--- src/rtl/fetch_sequencer_pkg.sv ---
// Shared types and constants for the fetch sequencer.
// Holds the NOP encoding, default sizing and the fetch-entry bundle.
package fetch_sequencer_pkg;

  localparam logic [31:0] NOP          = 32'h0000_0000;
  localparam int          ADDR_W_DEF   = 5;
  localparam logic [31:0] RESET_PC_DEF = 32'h0000_0000;

  typedef struct packed {
    logic [31:0] pc;
    logic [31:0] inst;
  } fetch_entry_t;

endpackage

--- src/rtl/fetch_fifo.sv ---
// Small in-order fetch buffer: push/pop/flush, count, full, empty, head.
// Ports: clk, rst_n, flush, push, pop, din -> head, count, full, empty.
module fetch_fifo #(
  parameter int DEPTH = 2,
  parameter int W     = 64
) (
  input  logic                       clk,
  input  logic                       rst_n,
  input  logic                       flush,
  input  logic                       push,
  input  logic                       pop,
  input  logic [W-1:0]               din,
  output logic [W-1:0]               head,
  output logic [$clog2(DEPTH+1)-1:0] count,
  output logic                       full,
  output logic                       empty
);

  localparam int PW = $clog2(DEPTH);
  localparam int CW = $clog2(DEPTH+1);

  logic [W-1:0]  mem [DEPTH];
  logic [PW-1:0] rd;
  logic [PW-1:0] wr;
  logic          do_push;
  logic          do_pop;

  function automatic logic [PW-1:0] inc(
    input logic [PW-1:0] p
  );
    return (p == PW'(DEPTH-1)) ? '0 : p + 1'b1;
  endfunction

  assign empty   = (count == '0);
  assign full    = (count == CW'(DEPTH));
  assign do_pop  = pop & ~empty;
  // a full buffer still accepts a push when the head leaves
  assign do_push = push & (~full | do_pop);
  assign head    = mem[rd];

  always_ff @(posedge clk or negedge rst_n) begin
    if (!rst_n) begin
      rd    <= '0;
      wr    <= '0;
      count <= '0;
      for (int i = 0; i < DEPTH; i++) mem[i] <= '0;
    end else if (flush) begin
      rd    <= '0;
      wr    <= '0;
      count <= '0;
    end else begin
      if (do_push) begin
        mem[wr] <= din;
        wr      <= inc(wr);
      end
      if (do_pop) rd <= inc(rd);
      count <= count + CW'(do_push) - CW'(do_pop);
    end
  end

endmodule

--- src/rtl/fetch_sequencer.sv ---
// PC owner and instruction fetch sequencer feeding decode via a buffer.
// Ports: imem addr/inst, redirect, if_* handshake to decode, sticky faults.
module fetch_sequencer
  import fetch_sequencer_pkg::*;
#(
  parameter int          ADDR_W   = ADDR_W_DEF,
  parameter int          DEPTH    = 2,
  parameter logic [31:0] RESET_PC = RESET_PC_DEF
) (
  input  logic              clk,
  input  logic              rst_n,
  input  logic              fetch_en,
  output logic [ADDR_W-1:0] imem_addr,
  input  logic [31:0]       imem_inst,
  input  logic              redirect_valid,
  input  logic [31:0]       redirect_target,
  output logic              if_valid,
  input  logic              id_ready,
  output logic [31:0]       if_inst,
  output logic [31:0]       if_pc,
  output logic [31:0]       if_pc_plus4,
  output logic              oob_fault,
  output logic              misalign_fault
);

  localparam int CW = $clog2(DEPTH+1);

  logic [31:0]   pc;
  logic          oob;
  logic          push;
  logic          pop;
  logic          full;
  logic          empty;
  logic [CW-1:0] cnt;
  logic          unused_cnt;
  fetch_entry_t  wr_e;
  fetch_entry_t  hd_e;

  assign oob        = |pc[31:ADDR_W+2];
  assign imem_addr  = pc[ADDR_W+1:2];
  assign if_valid   = ~empty;
  assign pop        = if_valid & id_ready;
  assign push       = fetch_en & ~redirect_valid
                    & (~full | pop);
  assign wr_e.pc    = pc;
  assign wr_e.inst  = oob ? NOP : imem_inst;
  assign unused_cnt = ^cnt;

  fetch_fifo #(
    .DEPTH (DEPTH),
    .W     ($bits(fetch_entry_t))
  ) u_fifo (
    .clk   (clk),
    .rst_n (rst_n),
    .flush (redirect_valid),
    .push  (push),
    .pop   (pop),
    .din   (wr_e),
    .head  (hd_e),
    .count (cnt),
    .full  (full),
    .empty (empty)
  );

  assign if_inst     = hd_e.inst;
  assign if_pc       = hd_e.pc;
  assign if_pc_plus4 = hd_e.pc + 32'd4;

  always_ff @(posedge clk or negedge rst_n) begin
    if (!rst_n) begin
      pc             <= RESET_PC;
      oob_fault      <= 1'b0;
      misalign_fault <= 1'b0;
    end else begin
      if (redirect_valid) begin
        pc <= {redirect_target[31:2], 2'b00};
        if (|redirect_target[1:0]) misalign_fault <= 1'b1;
      end else if (push) begin
        pc <= pc + 32'd4;
        if (oob) oob_fault <= 1'b1;
      end
    end
  end

endmodule

--- config.mk ---
export PLATFORM = sky130hd
export DESIGN_NAME = fetch_sequencer
export DESIGN_NICKNAME = d
export VERILOG_FILES = /design/src/rtl/fetch_sequencer_pkg.sv /design/src/rtl/fetch_fifo.sv /design/src/rtl/fetch_sequencer.sv
export SDC_FILE = /design/constraint.sdc
export NUM_CORES = 1
export LEC_CHECK = 0
export CAP_MARGIN = 20
export CELL_PAD_IN_SITES_DETAIL_PLACEMENT = 1
export CELL_PAD_IN_SITES_GLOBAL_PLACEMENT = 2
export CORE_MARGIN = 4
export CORE_UTILIZATION = 30
export DETAILED_ROUTE_END_ITERATION = 6
export GPL_TIMING_DRIVEN = 0
export PLACE_DENSITY = 0.76
export SETUP_SLACK_MARGIN = 0.15
export SYNTH_ARGS = -nofsm -noshare
export SYNTH_HDL_FRONTEND = slang
export SYNTH_SLANG_ARGS = --single-unit
--- constraint.sdc ---
create_clock -name clk -period 4.25 [get_ports clk]
set_input_delay 1.275 -clock clk [delete_from_list [all_inputs] [get_ports clk]]
set_output_delay 1.275 -clock clk [all_outputs]
set_load 0.02 [all_outputs]
Word level (Yosys, flattened, before mapping)

Index checks and enable logic that the tools add are counted.

Add/subtract/negate cells: 6
Multipliers: 0
Divide/modulo/power cells: 0
Order comparisons: 3
Equal/unequal tests: 1
Shifts and indexed selects: 0
Mux-type cells: 16
Bitwise logic cells: 12
Reduce and logical (&&, ||, !) cells: 10

Operators by type and width:

| operator              | number |
|---|---|
| $mux 64               | 4 |
| $bwmux 128            | 1 |
| $mux 32               | 3 |
| $add 32x3->32 const B | 2 |
| $demux 64 s1          | 1 |
| $reduce_or 25->1      | 1 |
| $mux 1                | 6 |
| $reduce_bool 2->1     | 3 |
| $and 1x1->1           | 5 |
| $ge 2x2->1 const B    | 2 |
| $not 1->2             | 2 |
| $reduce_and 2->1      | 2 |
| $not 1->1             | 3 |
| $reduce_and 3->1      | 1 |
| $add 1x1->1 const B   | 2 |
| $add 2x1->2           | 1 |
| $eq 2x2->1 const B    | 1 |
| $logic_not 2->1       | 1 |
| $lt 2x1->1 const B    | 1 |
| $mux 2                | 1 |
| $or 1x1->1            | 2 |
| $reduce_or 2->1       | 1 |
| $sub 2x1->2           | 1 |
| $logic_and 1x1->1     | 1 |

Register bits after elaboration: 166
Latch bits: 0
RAM bits: 0
ROM bits: 0
Input port bits: 69
Output and inout port bits: 104
Word-level logic and storage cells: 56
Memories kept: 0

Longest topological paths before layout

Gate-level depths: netlist of run 1.

Depth in word-level cells: 9
Depth in mapped cells: 13

Hierarchy

Synthesis of run 1 repeated with hierarchy kept, for this count alone.

Cells, all modules: 757
Area total of the unflattened synthesis: 8966.1 um2

Modules (own cells, without submodules):

| module          | instances | cells an instance | area each (um2) | seq. area each (um2) |
|---|---|---|---|---|
| fetch_fifo      | 1         | 365               | 5979.5          | 3303.2 |
| fetch_sequencer | 1         | 392               | 2986.6          | 800.8 |

Least setup slack after synthesis of run 1

Ideal clock, no wire load.

Path type: register to output
Start: register u_fifo.rd
End: output port if_pc_plus4[22]
Data arrival time: 3.123 ns
Data required time: 2.975 ns
Slack: -0.148 ns
Stages on the path, launching flop included: 14
Cells stage by stage: dfrtp_1 > buf_6 > buf_2 > buf_2 > buf_2 > buf_2 > mux2i_1 > inv_1 > ha_1 > inv_1 > a211oi_2 > and3_1 > nand3_1 > xnor2_1

Longest elaborated chain between the ends: 5

Ends and longest elaborated chain:

| item                                        | RTL line              | RTL |
|---|---|---|
| start, declared                             | fetch_fifo.sv:23      | `logic [PW-1:0] rd;` |
| start signal, assigned                      | fetch_fifo.sv:56      | `if (do_pop) rd <= inc(rd);` |
| $not 1->2 (not written as such)             | fetch_fifo.sv:39      | `assign head = mem[rd];` |
| $mux 64 (not written as such) (3 in series) | fetch_fifo.sv:39      |  |
| net if_pc[2]                                | fetch_sequencer.sv:20 | `output logic [31:0] if_pc,` |
| $add 32x3->32                               | fetch_sequencer.sv:67 | `assign if_pc_plus4 = hd_e.pc + 32'd4;` |
| end, declared                               | fetch_sequencer.sv:21 | `output logic [31:0] if_pc_plus4,` |

The timed path passes the listed nets, and every way through them passes these cells. The select of a mux whose other input is x is not followed.

Worst setup path after layout of run 1

Start: register u_fifo.rd
End: output port if_pc_plus4[28]

Longest elaborated chain between the ends: 5

Ends and longest elaborated chain:

| item                                        | RTL line |
|---|---|
| $not 1->2 (not written as such)             | fetch_fifo.sv:39 |
| $mux 64 (not written as such) (3 in series) | fetch_fifo.sv:39 |
| $add 32x3->32                               | fetch_sequencer.sv:67 |

Every way passes these cells. The select of a mux whose other input is x is not followed.

==> reports/qor.yml, run 1 <==
clock_skew_ps: 14.49
worstPathRequired_ps: 2970
rsz0062_at_grt: "yes"
setup.worst_path.class: "reg2out"
peakVddDrop_mv: 0.2912
synth-edff-count: 0
tightest_slew_ps: 950.2
synth_top_family_by_area: "multiplexers"
num_vias: 6587
start_util_pct: 30.36
path_clk_slew_ps: 70
p_clk_share_pct: 23.1
fin_nets: 1072
gp_congestion: 0.7624
syn2layout_area_growth_pct: 37.94
cts_buffers: 17
maxCapViolCount: 0
slowest_delay_ps: 370
drv_slew: 0
intPower_mw: 3.966
p_per_area_nw_per_um2: 568.0
synthSimpleGateAreaFrac_pct: 15.76
drt_wl_total_um: 25580
die_y_um: 172.9
critPathMostFrequentCell: "buf_12"
setup_slack_ps: 137.3
drc: 0
crit_chain: "buf_6 -> buf_12 -> buf_12 -> buf_12 -> buf_12 -> mux2i_2 -> inv_2 -> ha_4 -> inv_2 -> a211oi_4 -> nand4_1 -> buf_6 -> nor3_4 -> xor2_2 -> buf_6"
crit_fanout: 5
fin_cells: 1353
fin_total_pwr_mw: 6.392
syn_inst: 789
htree_num_levels: 4
dieArea_sq_um: 29900
switching_power_mw: 2.426
p_leak_nw: 4.814
grt_max_degree: 113
hold_viol: 0
final_cell_mix: "dfrtp_1 (160), nand2_1 (150), clkdlybuf4s50_1 (143), mux2_2 (108), o21ai_0 (99)"
status: "completed"
fillers: 2989
slew_headroom_pct: 36.13
switching_share_pct: 37.95
sequentialPowerShare_pct: 32.7
stdcell_area_sq_um: 11250
clk_latency_ps: 430
yosys_warnings: 0
ys_seq_elements: 160
via_per_inst: 4.868
antenna_cells: 0
grt_antenna_before_repair: 0
ios: 173
grt.total_usage_pct: 17.39
final_common_cell: "dfrtp_1"
synthAdderAreaFrac_pct: 0.6134
place_ws_ps: -1168
hpwl_um: 18590
combPwrFrac_pct: 44.2
grt_pass1_wl_um: 41380
die_x_um: 172.9
rows: 60
final_util_pct: 41.88
cts_tree: "built"
period_needed_ps: 4113
synth_cell_types: 48
port-buffer-count: 168
start_kind: "flip-flop"
syn_area_per_cell_sq_um: 10.34
drive_above_1_share_pct: 24.70
fmax_mhz: 243.1
arrival_ps: 2840
synth_compound_area_share_pct: 7.683
fin_crit_sh_pct: 96.77
min_path_type: "reg2reg"
placed_area_sq_um: 10370
grt_pass1_vias: 7143
ys.flop_type: "dfrtp_1"
path_buf_inv: 9
crit_slowest_cell: "dfrtp_1"
synth_area_sq_um: 8159
dr.pass1.iters: 4
yosys-mux-area-fraction_pct: 16.64
wl_per_cell_um: 18.90
synth_xor_area_share_pct: 6.011
cp_top_family: "buffers and inverters"
clock-root-buffer: "clkbuf_16"
async_reset_ff_share_pct: 100.0
endpoint_kind: "primary output"
clk_path_buf_depth: 2
setup_viol_count_final: 0
fp.coreArea_sq_um: 26880
dp_cells: 1302
overflow: 0
antenna_left: 0
drtIter0Drc: 323
yosysSeqAreaShare_pct: 49.07
clock_sinks: 160
[power by group through the flow]
stage	Clock, mW	Combinational [mW]	Sequential (mW)
6_report	1.48	2.83	2.09
4_1_cts	1.53	2.83	2.08
3_3_place_gp	0	2.72	2.10
3_5_place_dp	0	2.74	2.11
2_1_floorplan	0	1.59	2.02
5_1_grt	1.59	3.04	2.13
[path summary, 6_finish.rpt]
kind / from / end / slack (ps) / cells after the start
max: u_fifo.rd$_DFFE_PN0P_ / if_pc_plus4[28] / 140 / 15
min: u_fifo.mem[31]$_DFFE_PN0P_ / u_fifo.mem[31]$_DFFE_PN0P_ / 480 / 2
max reg2reg: pc[10]$_DFFE_PN0P_ / u_fifo.mem[70]$_DFFE_PN0P_ / 1640 / 7
min reg2reg: u_fifo.mem[31]$_DFFE_PN0P_ / u_fifo.mem[31]$_DFFE_PN0P_ / 480 / 2
max in group asynchronous: rst_n / u_fifo.mem[122]$_DFFE_PN0P_ / 2610 / 2
min in group asynchronous: rst_n / u_fifo.mem[86]$_DFFE_PN0P_ / 730 / 1
[sequential cells by signal, indices dropped and copies added, names as in the netlist]
signal,count
u_fifo.mem,124
pc,30
u_fifo.count,2
misalign_fault,1
oob_fault,1
u_fifo.rd,1
u_fifo.wr,1
[worst min-delay path, delay by kind of cell, from the launching register on]
kind	cells	cell delay [ps]
flip-flops	1	340
AO/OA/AOI/OAI	1	60
AND/OR/NAND/NOR	1	40
[cells in the mapped netlist (all sizes together) (6+ instances only)]
cell / n / area, sq um
mux2i: 13 / 130.1
nand3: 15 / 75.07
mux2: 109 / 1227
nand4: 24 / 165.2
xor2: 27 / 236.5
nor2: 21 / 78.83
inv: 15 / 56.30
nor3: 7 / 35.03
o21ai: 101 / 505.5
nand2: 154 / 578.1
buf: 35 / 212.7
xnor2: 29 / 254.0
nand4b: 7 / 76.32
nor4: 8 / 86.33
clkbuf: 19 / 71.32
and3: 6 / 37.54
dfrtp: 160 / 4004
[through the flow]
stage	hold WS [ps]	setup TNS (ps)
6_report	477.0	0
5_1_grt	491.8	-38.63
4_1_cts	476.0	0
3_5_place_dp	456.3	-11800
3_3_place_gp	455.7	-801380
2_1_floorplan	444.4	0
[layout make-up]
| type | count | area (sq um) | area share (%) |
|---|---|---|---|
| flip-flops and latches | 160 | 4004 | 35.58 |
| clock inverters | 14 | 126.4 | 1.123 |
| plain buffers | 54 | 346.6 | 3.079 |
| inverters | 15 | 56.30 | 0.5003 |
| repair buffers | 188 | 1847 | 16.41 |
| clock buffers | 18 | 439.2 | 3.902 |
| well taps | 341 | 426.7 | 3.791 |
| multi-input cells | 563 | 4009 | 35.62 |
[routing by layer]
layer  wire length [um]  track usage [%]  vias up  share of wire, %
met5                  0                0        -                 0
met4                396            4.390        0               1.5
met3               1096            3.520       23               4.3
met2              12060            28.20      139                47
met1              12030            24.00     3307                47
li1                   -                -     3118                 -
[timing repair]
item / CTS / global route
pin swaps: 12 / 9
setup buffers: 17 / 2
hold buffers: 0 / 0
gates resized for setup: 107 / 22
endpoints found under the setup margin: 73 / 20
[cells by family after synthesis]
| logic type | Yosys count |
|---|---|
| buffers and inverters | 69 |
| DFF | 160 |
| adders and majority gates | 4 |
| other | 1 |
| muxes | 122 |
| xor gates and xnor gates | 56 |
| AOI/OAI and AO/OA | 115 |
| and+or+nand+nor | 262 |
Note: power is estimated with default switching activity, not from simulation.
==> run 2: changes to the inputs <==
SKIP_CTS_REPAIR_TIMING = 1   (was unset)
==> run 2 against run 1 <==
Net effect: the run now ends with setup timing left; critical path depth unchanged; clock power hardly changed; final cell count grew 0.15%; register-to-register slack hardly changed; die area did not move; non-clock buffer count increased by 2; total power grew 0.41%; combinational power about the same; routed wire length fell by 0.75%; global-route usage is 0.26 points lower; final area rose by 0.10%; clock-buffer cell count unchanged; highest routed layer unchanged.
==> reports/qor.yml, run 2 (same netlist as run 1, synthesis figures left out) <==
fin_crit_sh_pct: 101.4  # was 96.77%
reg_top3: "u_fifo.mem: 124 flops, pc: 30 flops, u_fifo.count: 2 flops"  # unchanged
peakVddDrop_mv: 0.2962  # was 0.2912 mV
crit_fanout: 10  # was 5
switching_share_pct: 37.72  # was 37.95%
fin_nets: 1074  # was 1072
grt_max_degree: 113  # unchanged
drive_above_1_share_pct: 24.06  # was 24.70%
endpoint_kind: "primary output"  # unchanged
htree_num_levels: 4  # unchanged
setup_viol_count_final: 1  # was 0
place_ws_ps: -1168  # unchanged
final_cell_mix: "dfrtp_1 (160), nand2_1 (152), clkdlybuf4s50_1 (146), mux2_2 (108), o21ai_0 (100)"  # was dfrtp_1 (160), nand2_1 (150), clkdlybuf4s50_1 (143), mux2_2 (108), o21ai_0 (99)
top_register: "u_fifo.mem"  # unchanged
dr.pass1.iters: 5  # was 4
fin_total_pwr_mw: 6.419  # was 6.392 mW
fillers: 2990  # was 2989
arrival_ps: 3030  # was 2840 ps
violations: "setup timing"
combPwrFrac_pct: 44.4  # was 44.2%
setup_slack_ps: -59.52  # was 137.3 ps
drt_wl_total_um: 25390  # was 25580 um
gp_congestion: 0.7624  # unchanged
antenna_left: 0  # unchanged
drc: 0  # unchanged
grt_pass1_wl_um: 40830  # was 41380 um
hold_viol: 0  # unchanged
die_x_um: 172.9  # unchanged
die_y_um: 172.9  # unchanged
drv_slew: 0  # unchanged
clk_latency_ps: 430  # about the same
fin_cells: 1355  # was 1353
clk_path_buf_depth: 2  # unchanged
setup.worst_path.class: "reg2out"  # unchanged
final-seq-area_sq_um: 4004  # unchanged
ios: 173  # unchanged
sequentialPowerShare_pct: 32.5  # was 32.7%
clock_skew_ps: 12.08  # was 14.49 ps
overflow: 0  # unchanged
tightest_slew_ps: 954.4  # was 950.2 ps
final_util_pct: 41.92  # was 41.88%
rsz0062_at_grt: "yes"  # unchanged
port-buffer-count: 168  # unchanged
num_vias: 6613  # was 6587
status: "finished with violations"  # was completed
path_clk_slew_ps: 70  # about the same
hpwl_um: 18590  # unchanged
period_needed_ps: 4310  # was 4113 ps
syn2layout_area_growth_pct: 38.08  # was 37.94%
grt_pass1_vias: 7035  # was 7143
start_kind: "flip-flop"  # unchanged
grt.total_usage_pct: 17.13  # was 17.39%
rows: 60  # unchanged
cts_buffers: 17  # unchanged
p_per_area_nw_per_um2: 569.7  # was 568.0 nW/um^2
finalSetupTns_ps: -59.52  # was 0 ps
p_clk_share_pct: 23.0  # was 23.1%
p_leak_nw: 4.832  # was 4.814 nW
multi_input_area_sq_um: 3979  # was 4009 sq um
wl_per_cell_um: 18.74  # was 18.90 um
via_per_inst: 4.880  # was 4.868
clock_sinks: 160  # unchanged
dp_cells: 1302  # unchanged
switching_power_mw: 2.421  # was 2.426 mW
start_util_pct: 30.36  # unchanged
largest_register_ffs: 124  # unchanged
maxCapViolCount: 0  # unchanged
slew_headroom_pct: 35.84  # was 36.13%
fp.coreArea_sq_um: 26880  # unchanged
dieArea_sq_um: 29900  # unchanged
cts_tree: "built"  # unchanged
grt_antenna_before_repair: 0  # unchanged
intPower_mw: 3.998  # was 3.966 mW
fmax_mhz: 232.0  # was 243.1 MHz
clock-root-buffer: "clkbuf_16"  # unchanged
antenna_cells: 0  # unchanged
worstPathRequired_ps: 2970  # about the same
min_path_type: "reg2reg"  # unchanged
final_common_cell: "dfrtp_1"  # unchanged
drtIter0Drc: 303  # was 323
[run 2: power by group through the flow]
stage               Combinational (mW)  Clock, mW  Sequential (mW)
finish                            2.85       1.48             2.09
global placement                  2.72          0             2.10
floorplan                         1.59          0             2.02
global route                      3.06       1.59             2.13
detailed placement                2.74          0             2.11
CTS                               2.75       1.53             2.08
[run 2: area by class of cell]
class	count	area share [%]
plain buffers	54	3.065
repair buffers	190	16.77
inverters	15	0.4998
clock buffers	18	3.898
multi-input cells	563	35.32
flip-flops and latches	160	35.54
clock inverters	14	1.122
well taps	341	3.787
[run 2: worst paths after layout]
kind	startpoint	end	slack, ps	cells after the start
worst max-delay path	u_fifo.rd$_DFFE_PN0P_	if_pc_plus4[28]	-60	15
worst min-delay path	u_fifo.mem[31]$_DFFE_PN0P_	u_fifo.mem[31]$_DFFE_PN0P_	480	2
worst max register to register	pc[10]$_DFFE_PN0P_	u_fifo.mem[71]$_DFFE_PN0P_	1650	7
worst min register to register	u_fifo.mem[31]$_DFFE_PN0P_	u_fifo.mem[31]$_DFFE_PN0P_	480	2
max in group asynchronous	rst_n	u_fifo.mem[56]$_DFFE_PN0P_	2620	2
min in group asynchronous	rst_n	u_fifo.mem[86]$_DFFE_PN0P_	730	1
[run 2: through the flow]
stage                     hold slack, ps  instance area [sq um]
after global routing               491.8                  11270
after floorplan                    444.4                   8227
after detailed placement           456.3                  10370
after CTS                          476.0                  10930
after global placement             455.7                  10330
final                              477.0                  11270
[run 2: routing by layer]
metal	wire length (um)	up-vias	share of wire [%]	track usage (%)
met5	0	-	0	0
met4	255	0	1.0	4.090
met3	1032	17	4.1	3.498
met2	11920	138	47	27.51
met1	12180	3335	48	23.94
li1	-	3123	-	-
[run 2: worst max-delay path: stages (launching register included)]
cell and delay (ps):
dfrtp_1 370, buf_6 140, buf_12 140, buf_12 120
buf_12 120, buf_12 120, mux2i_2 150, inv_2 80
ha_4 140, inv_2 40, a211oi_4 300, nand4_1 180
buf_6 180, nor3_4 200, xor2_2 160, buf_6 140
==> run 3: changes to the inputs <==
CAP_MARGIN = unset   (was 20)
REMOVE_ABC_BUFFERS = 1   (was unset)
==> run 3 against run 2 <==
Net effect: the flow now finishes without violations; final cell count decreased by 3.7%; largest power group unchanged; register-to-register slack got worse by 20 ps; final area decreased by 3.0%; combinational power decreased by 8.1%; clock power decreased by 7%; non-clock buffer count decreased by 48; highest routed layer unchanged; via count decreased by 5.5%; critical endpoint is now if_pc_plus4[25].
==> reports/qor.yml, run 3 (same netlist as run 1, synthesis figures left out) <==
status: "completed"  # was finished with violations
setup_slack_ps: 268.9  # was -59.52 ps
fin_total_pwr_mw: 6.113  # was 6.419 mW
fp.coreArea_sq_um: 26880  # unchanged
worstPathRequired_ps: 2970  # about the same
fmax_mhz: 251.2  # was 232.0 MHz
peakVddDrop_mv: 0.3961  # was 0.2962 mV
die_y_um: 172.9  # unchanged
fin_crit_sh_pct: 93.67  # was 101.4%
overflow: 0  # unchanged
stdcell_area_sq_um: 10930  # was 11270 sq um
wl_per_cell_um: 17.74  # was 18.74 um
min_from: "misalign_fault$_DFFE_PN0P_"  # was u_fifo.mem[31]$_DFFE_PN0P_
timing.hold.ws_ps: 472.6  # was 477.0 ps
grt_max_degree: 101  # was 113
slew_headroom_pct: 31.21  # was 35.84%
fillers: 3005  # was 2990
dr.pass1.iters: 4  # was 5
largest_register_ffs: 124  # unchanged
place_ws_ps: -786.1  # was -1168 ps
crit_start: "u_fifo.rd$_DFFE_PN0P_"  # unchanged
crit_chain: "buf_8 -> nand4b_1 -> a21oi_4 -> buf_4 -> nand4_4 -> buf_4 -> nor2_1 -> xor2_1 -> buf_2"  # was buf_6 -> buf_12 -> buf_12 -> buf_12 -> buf_12 -> mux2i_2 -> inv_2 -> ha_4 -> inv_2 -> a211oi_4 -> nand4_1 -> buf_6 -> nor3_4 -> xor2_2 -> buf_6
clk_latency_ps: 430  # about the same
start_kind: "flip-flop"  # unchanged
cts_buffers: 17  # unchanged
cp_top_family: "buffers and inverters"  # unchanged
htree_num_levels: 4  # unchanged
clock_skew_ps: 18.15  # was 12.08 ps
rsz0062_at_grt: "yes"  # unchanged
crit_fanout: 11  # was 10
num_vias: 6252  # was 6613
drtIter0Drc: 249  # was 303
ios: 173  # unchanged
period_needed_ps: 3981  # was 4310 ps
fin_nets: 1026  # was 1074
start_util_pct: 30.36  # unchanged
clk_path_buf_depth: 2  # unchanged
rows: 60  # unchanged
final_cell_mix: "dfrtp_1 (159), nand2_1 (153), clkdlybuf4s50_1 (145), mux2_2 (109), o21ai_0 (100)"  # was dfrtp_1 (160), nand2_1 (152), clkdlybuf4s50_1 (146), mux2_2 (108), o21ai_0 (100)
via_per_inst: 4.791  # was 4.880
clock_sinks: 160  # unchanged
slowest_delay_ps: 550  # was 370 ps
r2r_start: "u_fifo.count[1]$_DFF_PN0_"  # was pc[10]$_DFFE_PN0P_
critPathMostFrequentCell: "buf_4"  # was buf_12
cts_tree: "built"  # unchanged
worst-path-stages: 9  # was 15
antenna_cells: 0  # unchanged
maxCapViolCount: 0  # unchanged
min_path_type: "reg2reg"  # unchanged
drt_wl_total_um: 23150  # was 25390 um
hpwl_um: 15490  # was 18590 um
dieArea_sq_um: 29900  # unchanged
clock-root-buffer: "clkbuf_16"  # unchanged
syn2layout_area_growth_pct: 33.92  # was 38.08%
grt_pass1_vias: 6485  # was 7035
drive_above_1_share_pct: 20.85  # was 24.06%
crit_slowest_cell: "dfrtp_4"  # was dfrtp_1
grt_pass1_wl_um: 36250  # was 40830 um
drc: 0  # unchanged
die_x_um: 172.9  # unchanged
path_buf_inv: 4  # was 9
placed_area_sq_um: 10170  # was 10370 sq um
grt_antenna_before_repair: 0  # unchanged
top_register: "u_fifo.mem"  # unchanged
hold_viol: 0  # unchanged
path_clk_slew_ps: 70  # about the same
p_per_area_nw_per_um2: 559.4  # was 569.7 nW/um^2
endpoint_kind: "primary output"  # unchanged
tightest_slew_ps: 1024  # was 954.4 ps
grt.total_usage_pct: 15.02  # was 17.13%
setup_viol_count_final: 0  # was 1
hold_depth: 1  # was 2
final_common_cell: "dfrtp_1"  # unchanged
arrival_ps: 2710  # was 3030 ps
drv_slew: 0  # unchanged
reg_top3: "u_fifo.mem: 124 flops, pc: 30 flops, u_fifo.count: 2 flops"  # unchanged
rr_worst_depth: 5  # was 7
antenna_left: 0  # unchanged
setup.worst_path.class: "reg2out"  # unchanged
port-buffer-count: 168  # unchanged
gp_congestion: 0.7058  # was 0.7624
p_leak_nw: 4.630  # was 4.832 nW
[run 3: changes by cell type in the layout (fill, tap and decap cells not counted), moves of 4 or more]
cell	before	now
xnor2_2	4	0
buf_6	5	0
buf_2	19	2
buf_4	36	19
clkbuf_1	18	3
inv_6	5	1
clkbuf_2	1	9
xnor2_1	25	29
[run 3: metal layers]
metal	up-vias	wire, um	share of wire [%]	track usage (%)
li1	3037	-	-	-
met1	3076	11390	49	21.21
met2	130	10660	46	23.58
met3	9	973	4.2	3.760
met4	0	127	0.55	3.093
met5	-	0	0	0
[run 3: per-stage QoR]
step	util, %	TNS [ps]	instances
after floorplan	-	-20420	738
after global placement	37.19	-1339080	1247
after detailed placement	37.84	-6422	1253
after CTS	39.76	-16650	1283
after global routing	40.66	0	1305
final	40.66	0	1305
[run 3: report_power, final]
| part | total [mW] | switching [mW] | internal, mW | leakage (nW) |
|---|---|---|---|---|
| logic | 2.62 | 1.35 | 1.27 | 2.32 |
| clock network | 1.38 | 0.627 | 0.756 | 0.245 |
| registers | 2.11 | 0.286 | 1.82 | 2.06 |
| total | 6.11 | 2.27 | 3.85 | 4.63 |
[run 3: worst paths after layout]
check / to / slack [ps]
worst max-delay path: if_pc_plus4[25] / 270
worst min-delay path: misalign_fault$_DFFE_PN0P_ / 470
worst max register to register: u_fifo.mem[63]$_DFFE_PN0P_ / 1630
worst min register to register: misalign_fault$_DFFE_PN0P_ / 470
max in group asynchronous: u_fifo.rd$_DFFE_PN0P_ / 2560
min in group asynchronous: u_fifo.mem[19]$_DFFE_PN0P_ / 780
[run 3: final cells by class]
class | count | area (sq um) | area share (%)
multi-input cells | 563 | 3895 | 35.65
clock inverters | 9 | 63.81 | 0.5840
clock buffers | 21 | 450.4 | 4.122
well taps | 341 | 426.7 | 3.905
inverters | 15 | 56.30 | 0.5153
repair buffers | 196 | 2027 | 18.55
flip-flops and latches | 160 | 4008 | 36.68
